`config.mk`:
```
export PLATFORM = sky130hd
export DESIGN_NAME = spi_reg_sequencer_flat
export DESIGN_NICKNAME = d
export VERILOG_FILES = /design/src/rtl/spi_reg_sequencer_if.sv /design/src/rtl/spi_reg_sequencer.sv /design/src/flat_wrapper.sv
export SDC_FILE = /design/constraint.sdc
export NUM_CORES = 1
export LEC_CHECK = 0
export CORE_ASPECT_RATIO = 1.2
export CORE_MARGIN = 10
export CORE_UTILIZATION = 60
export DETAILED_ROUTE_END_ITERATION = 10
export GPL_ROUTABILITY_DRIVEN = 0
export PLACE_DENSITY = 0.84
export REMOVE_ABC_BUFFERS = 1
export SLEW_MARGIN = 20
export SYNTH_ARGS = -nofsm -noshare
export SYNTH_HDL_FRONTEND = slang
export SYNTH_SLANG_ARGS = --single-unit
```
`constraint.sdc`:
```
create_clock -name clk -period 5.7 [get_ports clk]
set_input_delay 1.14 -clock clk [delete_from_list [all_inputs] [get_ports clk]]
set_output_delay 1.14 -clock clk [all_outputs]
set_load 0.005 [all_outputs]
```
`src/rtl/spi_reg_sequencer_if.sv`:
```
// Request/response and spi_master-facing signals of the register sequencer; slave = sequencer side.
// No timing of its own: latency and backpressure are set by the module that owns the slave modport.
interface spi_reg_sequencer_if #(
    parameter int DATA_WIDTH = 8,
    parameter int ADDR_WIDTH = 7
);
    logic                  req_valid;
    logic                  req_ready;
    logic                  req_rw;
    logic [ADDR_WIDTH-1:0] req_addr;
    logic [DATA_WIDTH-1:0] req_wdata;
    logic                  rsp_valid;
    logic                  rsp_ready;
    logic [DATA_WIDTH-1:0] rsp_rdata;
    logic                  rsp_err;
    logic                  seq_busy;
    logic [DATA_WIDTH-1:0] m_tx_data;
    logic                  m_start;
    logic [DATA_WIDTH-1:0] m_rx_data;
    logic                  m_done;
    logic                  m_busy;

    modport slave (
        input  req_valid, req_rw, req_addr, req_wdata, rsp_ready, m_rx_data, m_done, m_busy,
        output req_ready, rsp_valid, rsp_rdata, rsp_err, seq_busy, m_tx_data, m_start
    );

    modport master (
        output req_valid, req_rw, req_addr, req_wdata, rsp_ready, m_rx_data, m_done, m_busy,
        input  req_ready, rsp_valid, rsp_rdata, rsp_err, seq_busy, m_tx_data, m_start
    );
endinterface

```
`src/rtl/spi_reg_sequencer.sv`:
```
// Queues register requests and runs each as a command byte then a data byte on spi_master.
// Latency: push->m_start 2 cycles, m_done->next m_start 2, last m_done->rsp_valid 1; req_ready drops when full, response held until rsp_ready.
module spi_reg_sequencer #(
    parameter int DATA_WIDTH     = 8,
    parameter int ADDR_WIDTH     = 7,
    parameter int FIFO_DEPTH     = 4,
    parameter int TIMEOUT_CYCLES = 4096
) (
    input logic                clk,
    input logic                rst_n,
    spi_reg_sequencer_if.slave bus
);
    localparam int PW = $clog2(FIFO_DEPTH);
    localparam int TW = $clog2(TIMEOUT_CYCLES + 1);
    localparam int EW = 1 + ADDR_WIDTH + DATA_WIDTH;
    localparam logic [PW:0]   FULL_CNT = (PW + 1)'(FIFO_DEPTH);
    localparam logic [TW-1:0] TMO_LAST = TW'(TIMEOUT_CYCLES - 1);

    typedef enum logic [2:0] {
        S_IDLE, S_CMD, S_WAIT_CMD, S_DATA, S_WAIT_DATA, S_RESP
    } state_t;

    state_t                r_state, w_next;
    logic [EW-1:0]         r_mem [FIFO_DEPTH];
    logic [PW-1:0]         r_wr_ptr, r_rd_ptr;
    logic [PW:0]           r_count;
    logic                  r_rw;
    logic [DATA_WIDTH-1:0] r_wdata, r_tx, r_rdata;
    logic                  r_start, r_err;
    logic [TW-1:0]         r_timer;

    logic [EW-1:0] w_head;
    logic          w_full, w_empty, w_push, w_pop, w_load_data, w_ok, w_timeout, w_expired;

    assign w_head    = r_mem[r_rd_ptr];
    assign w_full    = (r_count == FULL_CNT);
    assign w_empty   = (r_count == '0);
    assign w_push    = bus.req_valid && !w_full;
    assign w_expired = (r_timer == TMO_LAST);

    always_comb begin
        w_next      = r_state;
        w_pop       = 1'b0;
        w_load_data = 1'b0;
        w_ok        = 1'b0;
        w_timeout   = 1'b0;
        case (r_state)
            S_IDLE: begin
                if (!w_empty && !bus.m_busy) begin
                    w_pop  = 1'b1;
                    w_next = S_CMD;
                end
            end
            S_CMD:      w_next = S_WAIT_CMD;
            // m_done is tested first so a done on the expiry cycle is never an error
            S_WAIT_CMD: begin
                if (bus.m_done) begin
                    w_next = S_DATA;
                end else if (w_expired) begin
                    w_timeout = 1'b1;
                    w_next    = S_RESP;
                end
            end
            S_DATA: begin
                w_load_data = 1'b1;
                w_next      = S_WAIT_DATA;
            end
            S_WAIT_DATA: begin
                if (bus.m_done) begin
                    w_ok   = 1'b1;
                    w_next = S_RESP;
                end else if (w_expired) begin
                    w_timeout = 1'b1;
                    w_next    = S_RESP;
                end
            end
            S_RESP:  if (bus.rsp_ready) w_next = S_IDLE;
            default: w_next = S_IDLE;
        endcase
    end

    always_ff @(posedge clk or negedge rst_n) begin
        if (!rst_n) r_state <= S_IDLE;
        else        r_state <= w_next;
    end

    always_ff @(posedge clk) begin
        if (w_push) r_mem[r_wr_ptr] <= {bus.req_rw, bus.req_addr, bus.req_wdata};
    end

    // Command byte launches on entry to CMD; data byte launches on leaving DATA (one gap cycle).
    always_ff @(posedge clk or negedge rst_n) begin
        if (!rst_n) begin
            r_wr_ptr <= '0;
            r_rd_ptr <= '0;
            r_count  <= '0;
            r_rw     <= 1'b0;
            r_wdata  <= '0;
            r_tx     <= '0;
            r_start  <= 1'b0;
            r_rdata  <= '0;
            r_err    <= 1'b0;
            r_timer  <= '0;
        end else begin
            r_start <= 1'b0;
            if (w_push) r_wr_ptr <= r_wr_ptr + PW'(1);
            if (w_pop) begin
                r_rd_ptr <= r_rd_ptr + PW'(1);
                r_rw     <= w_head[EW-1];
                r_wdata  <= w_head[DATA_WIDTH-1:0];
                r_tx     <= DATA_WIDTH'(w_head[EW-1:DATA_WIDTH]);
                r_start  <= 1'b1;
            end
            if (w_load_data) begin
                r_tx    <= r_rw ? '0 : r_wdata;
                r_start <= 1'b1;
            end
            case ({w_push, w_pop})
                2'b10:   r_count <= r_count + (PW + 1)'(1);
                2'b01:   r_count <= r_count - (PW + 1)'(1);
                default: r_count <= r_count;
            endcase
            if (r_state == S_WAIT_CMD || r_state == S_WAIT_DATA) r_timer <= r_timer + TW'(1);
            else                                                  r_timer <= '0;
            if (w_ok) begin
                r_rdata <= bus.m_rx_data;
                r_err   <= 1'b0;
            end
            if (w_timeout) begin
                r_rdata <= '0;
                r_err   <= 1'b1;
            end
        end
    end

    assign bus.req_ready = !w_full;
    assign bus.rsp_valid = (r_state == S_RESP);
    assign bus.rsp_rdata = r_rdata;
    assign bus.rsp_err   = r_err;
    assign bus.seq_busy  = (r_state != S_IDLE) || !w_empty;
    assign bus.m_tx_data = r_tx;
    assign bus.m_start   = r_start;
endmodule
```
`src/flat_wrapper.sv`:
```
// flat-port wrapper written by rule: the top's interface ports become plain ports
module spi_reg_sequencer_flat 
#(
    parameter int DATA_WIDTH     = 8,
    parameter int ADDR_WIDTH     = 7,
    parameter int FIFO_DEPTH     = 4,
    parameter int TIMEOUT_CYCLES = 4096
)
  (clk, rst_n, bus_req_valid, bus_req_rw, bus_req_addr, bus_req_wdata, bus_rsp_ready, bus_m_rx_data, bus_m_done, bus_m_busy, bus_req_ready, bus_rsp_valid, bus_rsp_rdata, bus_rsp_err, bus_seq_busy, bus_m_tx_data, bus_m_start);
  spi_reg_sequencer_if #(.DATA_WIDTH(DATA_WIDTH), .ADDR_WIDTH(ADDR_WIDTH)) bus_i ();
  input logic clk;
  input logic rst_n;
  input wire logic [$bits(bus_i.req_valid)-1:0] bus_req_valid;
  input wire logic [$bits(bus_i.req_rw)-1:0] bus_req_rw;
  input wire logic [$bits(bus_i.req_addr)-1:0] bus_req_addr;
  input wire logic [$bits(bus_i.req_wdata)-1:0] bus_req_wdata;
  input wire logic [$bits(bus_i.rsp_ready)-1:0] bus_rsp_ready;
  input wire logic [$bits(bus_i.m_rx_data)-1:0] bus_m_rx_data;
  input wire logic [$bits(bus_i.m_done)-1:0] bus_m_done;
  input wire logic [$bits(bus_i.m_busy)-1:0] bus_m_busy;
  output wire logic [$bits(bus_i.req_ready)-1:0] bus_req_ready;
  output wire logic [$bits(bus_i.rsp_valid)-1:0] bus_rsp_valid;
  output wire logic [$bits(bus_i.rsp_rdata)-1:0] bus_rsp_rdata;
  output wire logic [$bits(bus_i.rsp_err)-1:0] bus_rsp_err;
  output wire logic [$bits(bus_i.seq_busy)-1:0] bus_seq_busy;
  output wire logic [$bits(bus_i.m_tx_data)-1:0] bus_m_tx_data;
  output wire logic [$bits(bus_i.m_start)-1:0] bus_m_start;
  assign bus_i.req_valid = bus_req_valid;
  assign bus_i.req_rw = bus_req_rw;
  assign bus_i.req_addr = bus_req_addr;
  assign bus_i.req_wdata = bus_req_wdata;
  assign bus_i.rsp_ready = bus_rsp_ready;
  assign bus_i.m_rx_data = bus_m_rx_data;
  assign bus_i.m_done = bus_m_done;
  assign bus_i.m_busy = bus_m_busy;
  assign bus_req_ready = bus_i.req_ready;
  assign bus_rsp_valid = bus_i.rsp_valid;
  assign bus_rsp_rdata = bus_i.rsp_rdata;
  assign bus_rsp_err = bus_i.rsp_err;
  assign bus_seq_busy = bus_i.seq_busy;
  assign bus_m_tx_data = bus_i.m_tx_data;
  assign bus_m_start = bus_i.m_start;
  spi_reg_sequencer #(.DATA_WIDTH(DATA_WIDTH), .ADDR_WIDTH(ADDR_WIDTH), .FIFO_DEPTH(FIFO_DEPTH), .TIMEOUT_CYCLES(TIMEOUT_CYCLES)) u_core (.clk(clk), .rst_n(rst_n), .bus(bus_i));
endmodule
```
==> results of run 1 <==
-- cells in the final DEF, fill, tap and decap left out, types with 7 or more instances in the layout --
cell,instances
a21oi_1,15
clkbuf_16,16
clkdlybuf4s50_1,49
dfrtp_1,49
edfxtp_1,64
inv_1,13
mux2_2,9
mux2i_1,10
mux4_2,16
nand2_1,23
nand3_1,10
nand4_1,10
nor2_1,7
o21ai_0,7
o221ai_1,8
-- where the power goes --
| part | leakage, nW | switching (mW) | internal [mW] |
|---|---|---|---|
| sequential | 1.22 | 0.184 | 1.12 |
| clock | 0.294 | 0.369 | 0.714 |
| combinational | 0.704 | 0.400 | 0.447 |
| total | 2.21 | 0.953 | 2.28 |
-- layout make-up --
type / count / area (um^2) / area share, %
clock inverter: 15 / 204 / 3.45
sequential: 114 / 3170 / 53.7
clock buffer: 17 / 414 / 7.01
tap: 92 / 115 / 1.95
inverter: 15 / 56.3 / 0.953
multi-input combinational: 167 / 1420 / 24.1
timing repair buffer: 53 / 520 / 8.81
-- stage by stage --
step	hold slack, ps	util, %	worst slack (ps)	std cells	power [mW]
CTS	500	77.0	2440	473	3.27
finish	500	77.1	2380	473	3.23
global route	522	77.1	2190	473	3.42
global placement	478	68.9	2000	441	2.11
floorplan	455	-	2680	296	1.79
detailed placement	483	68.9	1940	441	2.15
-- worst register-to-register path: stages, from the launching register on --
cell     delay, ps
dfrtp_1        470
nor3_1         270
and3_1         730
ha_1           310
inv_1           60
fa_1           370
xor2_1         150
nor2_1         110
xor2_1         150
-- final timing paths --
kind | end | from
worst min-delay path | u_core.r_count[2] | u_core.r_count[2]
min in group asynchronous | u_core.bus.rsp_rdata[1] | rst_n
max in group asynchronous | u_core.r_rd_ptr[0] | rst_n
worst max register to register | u_core.r_count[2] | u_core.r_state[1]
worst min register to register | u_core.r_count[2] | u_core.r_count[2]
worst max-delay path | u_core.r_count[2] | bus_m_busy
-- kinds of logic after synthesis --
family                   after synthesis
flip-flops                           114
AND/OR/NAND/NOR                       77
AO/OA/AOI/OAI                         38
multiplexers                          35
buffers and inverters                 31
XOR/XNOR                              10
adder cells (fa/ha/maj)                7
-- flip-flops by register name, summed over array words and instances, names as in the netlist --
register,flops
u_core.bus.m_tx_data,8
u_core.bus.m_start,1
u_core.r_wr_ptr,2
u_core.r_rw,1
u_core.r_rd_ptr,2
u_core.bus.rsp_err,1
u_core.bus.rsp_rdata,8
u_core.r_timer,13
u_core.r_wdata,8
u_core.r_mem,64
u_core.r_count,3
u_core.r_state,3
-- routing by layer --
layer,global-route usage [%],vias up,part of all wire (%)
met4,6.98,0,1.2
li1,-,1299,-
met3,5.81,6,5.7
met5,0,-,0
met1,20.2,1443,42
met2,27.5,78,51
==> run metrics, run 1 <==
status complete, no violations; critical path required time 6110 ps; fraction of the cycle the final worst path needs 58.2%; maximum clock frequency 301 MHz; CTS Buf Count 17; starting density of the core 61.6%; htree depth 4; vias in the first global route 3100; area growth from synthesis to layout 25.0%; Tightest Hold Check Type reg -> reg; Fin Setup TNS 0 ps; hold path cells 1; post-route cell area 5910 um^2; Lkg Pwr 2.21 nW; Post-DRT Antenna Nets 0; CP max FO 20; most frequent cell after synthesis edfxtp_1; Reg2Reg Depth 8; Synth Area in Adders 2.01%; Synth top area share 40.7%; DR WL/cell 19.5 um; Total GRT Usage 16.9%; maximum clock insertion buffer count 2; Post-synth EDFFs 64; xor/xnor share of the synthesized area 1.85%; #FFs+latches synth 114; RSZ-0062 raised after global routing false; Setup Skew 4.97 ps; endpoint type of the worst setup path flip-flop; Hold Fails Final Rpt 0; Worst setup SP type primary input; post-CTS sizing 0; clk sinks 114; Root Buffer clkbuf_8; DRC 0; CORE AREA 7660 um^2; grt ovf 0; first-pass GRT wire length 15500 um; post-cts hold buffer count 0; WP data arrival 3730 ps; Synth area leaders edfxtp_1 41%, dfrtp_1 26%, mux4_2 7.6%; Synth Area in Compound Gates 5.32%; area of the die 11800 um^2; Pwr per Cell Area 547 nW/um^2; Slew HR 39.9%; actual slew at the worst max-slew pin 901 ps; Avg Synthesized Cell Area 15.1 um^2; largest net degree at the start of global routing 51; Slew Limit Fails 0; final WL 9220 um; share of cells above drive strength 1 17.6%; min cycle time layout 3320 ps; Synth Warn # 0; Worst-path clk slew 60 ps; IO Pins 51; Worst VDD drop 0.000358 V; final setup vio count 0; top cells by count, synth 64 x edfxtp_1, 50 x dfrtp_1, 23 x nand2_1, 16 x mux4_2, 15 x a21oi_1; slowest cell on the critical path and3_1; Nets 405; top cell type by total area after synthesis edfxtp_1; delay-heaviest family, CP simple AND/OR/NAND/NOR gates; post-synthesis cell type count 42; chip height 117 um; Post-synth top flop edfxtp_1; CTS tree yes; Worst Path Class, Setup in -> reg; reg2reg setup slack 3010 ps; main combinational cell family by area after synthesis multiplexers; Synth Cell Area 4720 um^2; overall die width 101 um; WP buf/inv 3; postcts setup bufs 0; Detailed Place HPWL 5780 um; via count 2826; # fillers 447; count of input and output buffers 50; Levels on crit path 9; Simple-Gate Fraction of Synth Area 8.87%; placed inst area 5280 um^2; register area share after synthesis 67.2%; drt pass-1 iters 4; Max Cap Viol 0; Post-synth ARST share 43.9%; crit-path cells clkdlybuf4s50_1 -> inv_1 -> and3_1 -> ha_1 -> inv_1 -> fa_1 -> xor2_1 -> nor2_1 -> xor2_1; later-pin clock latency in the skew report 490 ps; Crit path largest cell delay 760 ps; vias per cell 5.97; Core Rows 35; # diodes 0; Synth Instances 312; initial DRC count 238; initial antenna violation count 0; multiplexer area fraction after synthesis 11.9%
Power figures use the tool's default switching activity.
==> run 2, diff against run 1 <==
--- a/config.mk
+++ b/config.mk
@@ -7,10 +7,10 @@
 export LEC_CHECK = 0
 export CORE_ASPECT_RATIO = 1.2
 export CORE_MARGIN = 10
-export CORE_UTILIZATION = 60
+export CORE_UTILIZATION = 50
 export DETAILED_ROUTE_END_ITERATION = 10
 export GPL_ROUTABILITY_DRIVEN = 0
-export PLACE_DENSITY = 0.84
+export PLACE_DENSITY = 0.75
 export REMOVE_ABC_BUFFERS = 1
 export SLEW_MARGIN = 20
 export SYNTH_ARGS = -nofsm -noshare
==> constraint.sdc (replaced) <==
create_clock -name clk -period 2.7 [get_ports clk]
set_input_delay 0.54 -clock clk [delete_from_list [all_inputs] [get_ports clk]]
set_output_delay 0.54 -clock clk [all_outputs]
set_load 0.005 [all_outputs]
==> run metrics, run 2 (synthesis results as in run 1) <==
maximum clock insertion buffer count 2; largest reg by FF count u_core.r_mem; # diodes 0; min cycle time layout 2610 ps; initial DRC count 204; RSZ-0062 raised after global routing false; WP buf/inv 1; Slew HR 42.2%; Worst Path Class, Setup reg -> out; Worst setup SP type flip-flop; max reg flops 64; first-pass GRT wire length 15600 um; vias per cell 5.54; largest net degree at the start of global routing 23; Lkg Pwr 2.25 nW; endpoint type of the worst setup path output pin; grt ovf 0; Slew Limit Fails 0; final WL 9370 um; drt pass-1 iters 4; Worst-path clk slew 60 ps; final setup vio count 0; CORE AREA 9130 um^2; fraction of the cycle the final worst path needs 96.6%; Setup Skew 6.76 ps; Tightest Hold Check Type in -> async; share of cells above drive strength 1 19.2%; area of the die 13800 um^2; status complete, no violations; Total GRT Usage 14.7%; delay-heaviest family, CP simple AND/OR/NAND/NOR gates; CP max FO 13; DRC 0; Reg2Reg Depth 9; Pwr per Cell Area 1130 nW/um^2; area growth from synthesis to layout 26.6%; chip height 126 um; vias in the first global route 3080; starting density of the core 51.8%; commonest non-fill, non-tap cell in the layout edfxtp_1; beginning of the worst register-to-register path u_core.r_count[0]; post-cts hold buffer count 1; WP data arrival 2070 ps; actual slew at the worst max-slew pin 866 ps; setup slack after layout 92.7 ps; Root Buffer clkbuf_8; Hold Fails Final Rpt 0; clk sinks 114; Worst VDD drop 0.000700 V; overall die width 109 um; post-CTS sizing 0; initial antenna violation count 0; Core Rows 38; pre-CTS setup slack 289 ps; count of input and output buffers 50; postcts setup bufs 0; IO Pins 51; slowest cell on the critical path or3_4; maximum clock frequency 384 MHz; Max Cap Viol 0; CTS Buf Count 17; Crit path largest cell delay 490 ps; Detailed Place HPWL 6050 um; via count 2831; htree depth 4; hold_ws 508 ps; most frequent cells in the layout 64 x edfxtp_1, 50 x dfrtp_1, 49 x clkdlybuf4s50_1; RR Endpoint u_core.r_count[2]; reg2reg setup slack 390 ps; crit-path cells or3_4 -> nand2b_1 -> clkdlybuf4s50_1; CTS tree yes; Nets 415; top flop regs u_core.r_mem x64, u_core.r_timer x13; later-pin clock latency in the skew report 520 ps; DR WL/cell 18.3 um; Post-DRT Antenna Nets 0; critical path required time 2160 ps
==> run 2: changes by cell type in the layout (fill, tap and decap cells not counted), sizes merged <==
cell / delta
dlygate4sd3: +1
inv: +3
buf: +9
clkinvlp: -1
bufinv: -2
==> run 2: metal layers <==
layer | GRT usage (%) | share of wire [%] | up-vias
met1 | 17.0 | 41 | 1419
met5 | 0 | 0 | -
li1 | - | - | 1322
met3 | 6.38 | 7.2 | 9
met2 | 23.9 | 51 | 81
met4 | 5.28 | 0.96 | 0
==> run 2: worst max path at each step <==
stage / start / end / slack [ps] / depth (start not counted)
2_1_floorplan: u_core.r_state[1] / u_core.r_count[2] / -190 / 8
3_3_place_gp: bus_req_valid / u_core.r_count[2] / 400 / 9
3_5_place_dp: bus_req_valid / u_core.r_count[2] / 290 / 9
4_1_cts: u_core.r_count[0] / bus_seq_busy / 60 / 3
5_1_grt: u_core.r_count[0] / bus_seq_busy / 30 / 3
6_report: u_core.r_count[0] / bus_seq_busy / 90 / 3
==> run 2: final cells by class <==
class	instances	area [um^2]
Fill cell	625	3150
Sequential cell	114	3170
Timing Repair Buffer	63	596
Clock inverter	15	169
Clock buffer	17	414
Inverter	15	56.3
Multi-Input combinational cell	167	1420
Tap cell	120	150
==> run 2: power breakdown <==
part / switching, mW / internal (mW) / total [mW]
clock network: 0.840 / 1.34 / 2.18
logic: 0.924 / 0.986 / 1.91
registers: 0.311 / 2.35 / 2.66
==> run 2: through the flow <==
step	setup TNS, ps	instances	area, um^2	utilization (%)	power [mW]
5_1_grt	0	511	5980	65.5	7.14
3_3_place_gp	0	478	5390	59.0	4.53
4_1_cts	0	511	5980	65.5	6.84
3_5_place_dp	0	478	5390	59.0	4.62
6_report	0	511	5980	65.5	6.75
2_1_floorplan	-208	296	4640	-	3.77
==> run 3, diff against run 2 <==
--- a/config.mk
+++ b/config.mk
@@ -5,6 +5,7 @@
 export SDC_FILE = /design/constraint.sdc
 export NUM_CORES = 1
 export LEC_CHECK = 0
+export CAP_MARGIN = 20
 export CORE_ASPECT_RATIO = 1.2
 export CORE_MARGIN = 10
 export CORE_UTILIZATION = 50
==> results of run 3 <==
Final layout, timing and power as in run 2 (identical DEF).
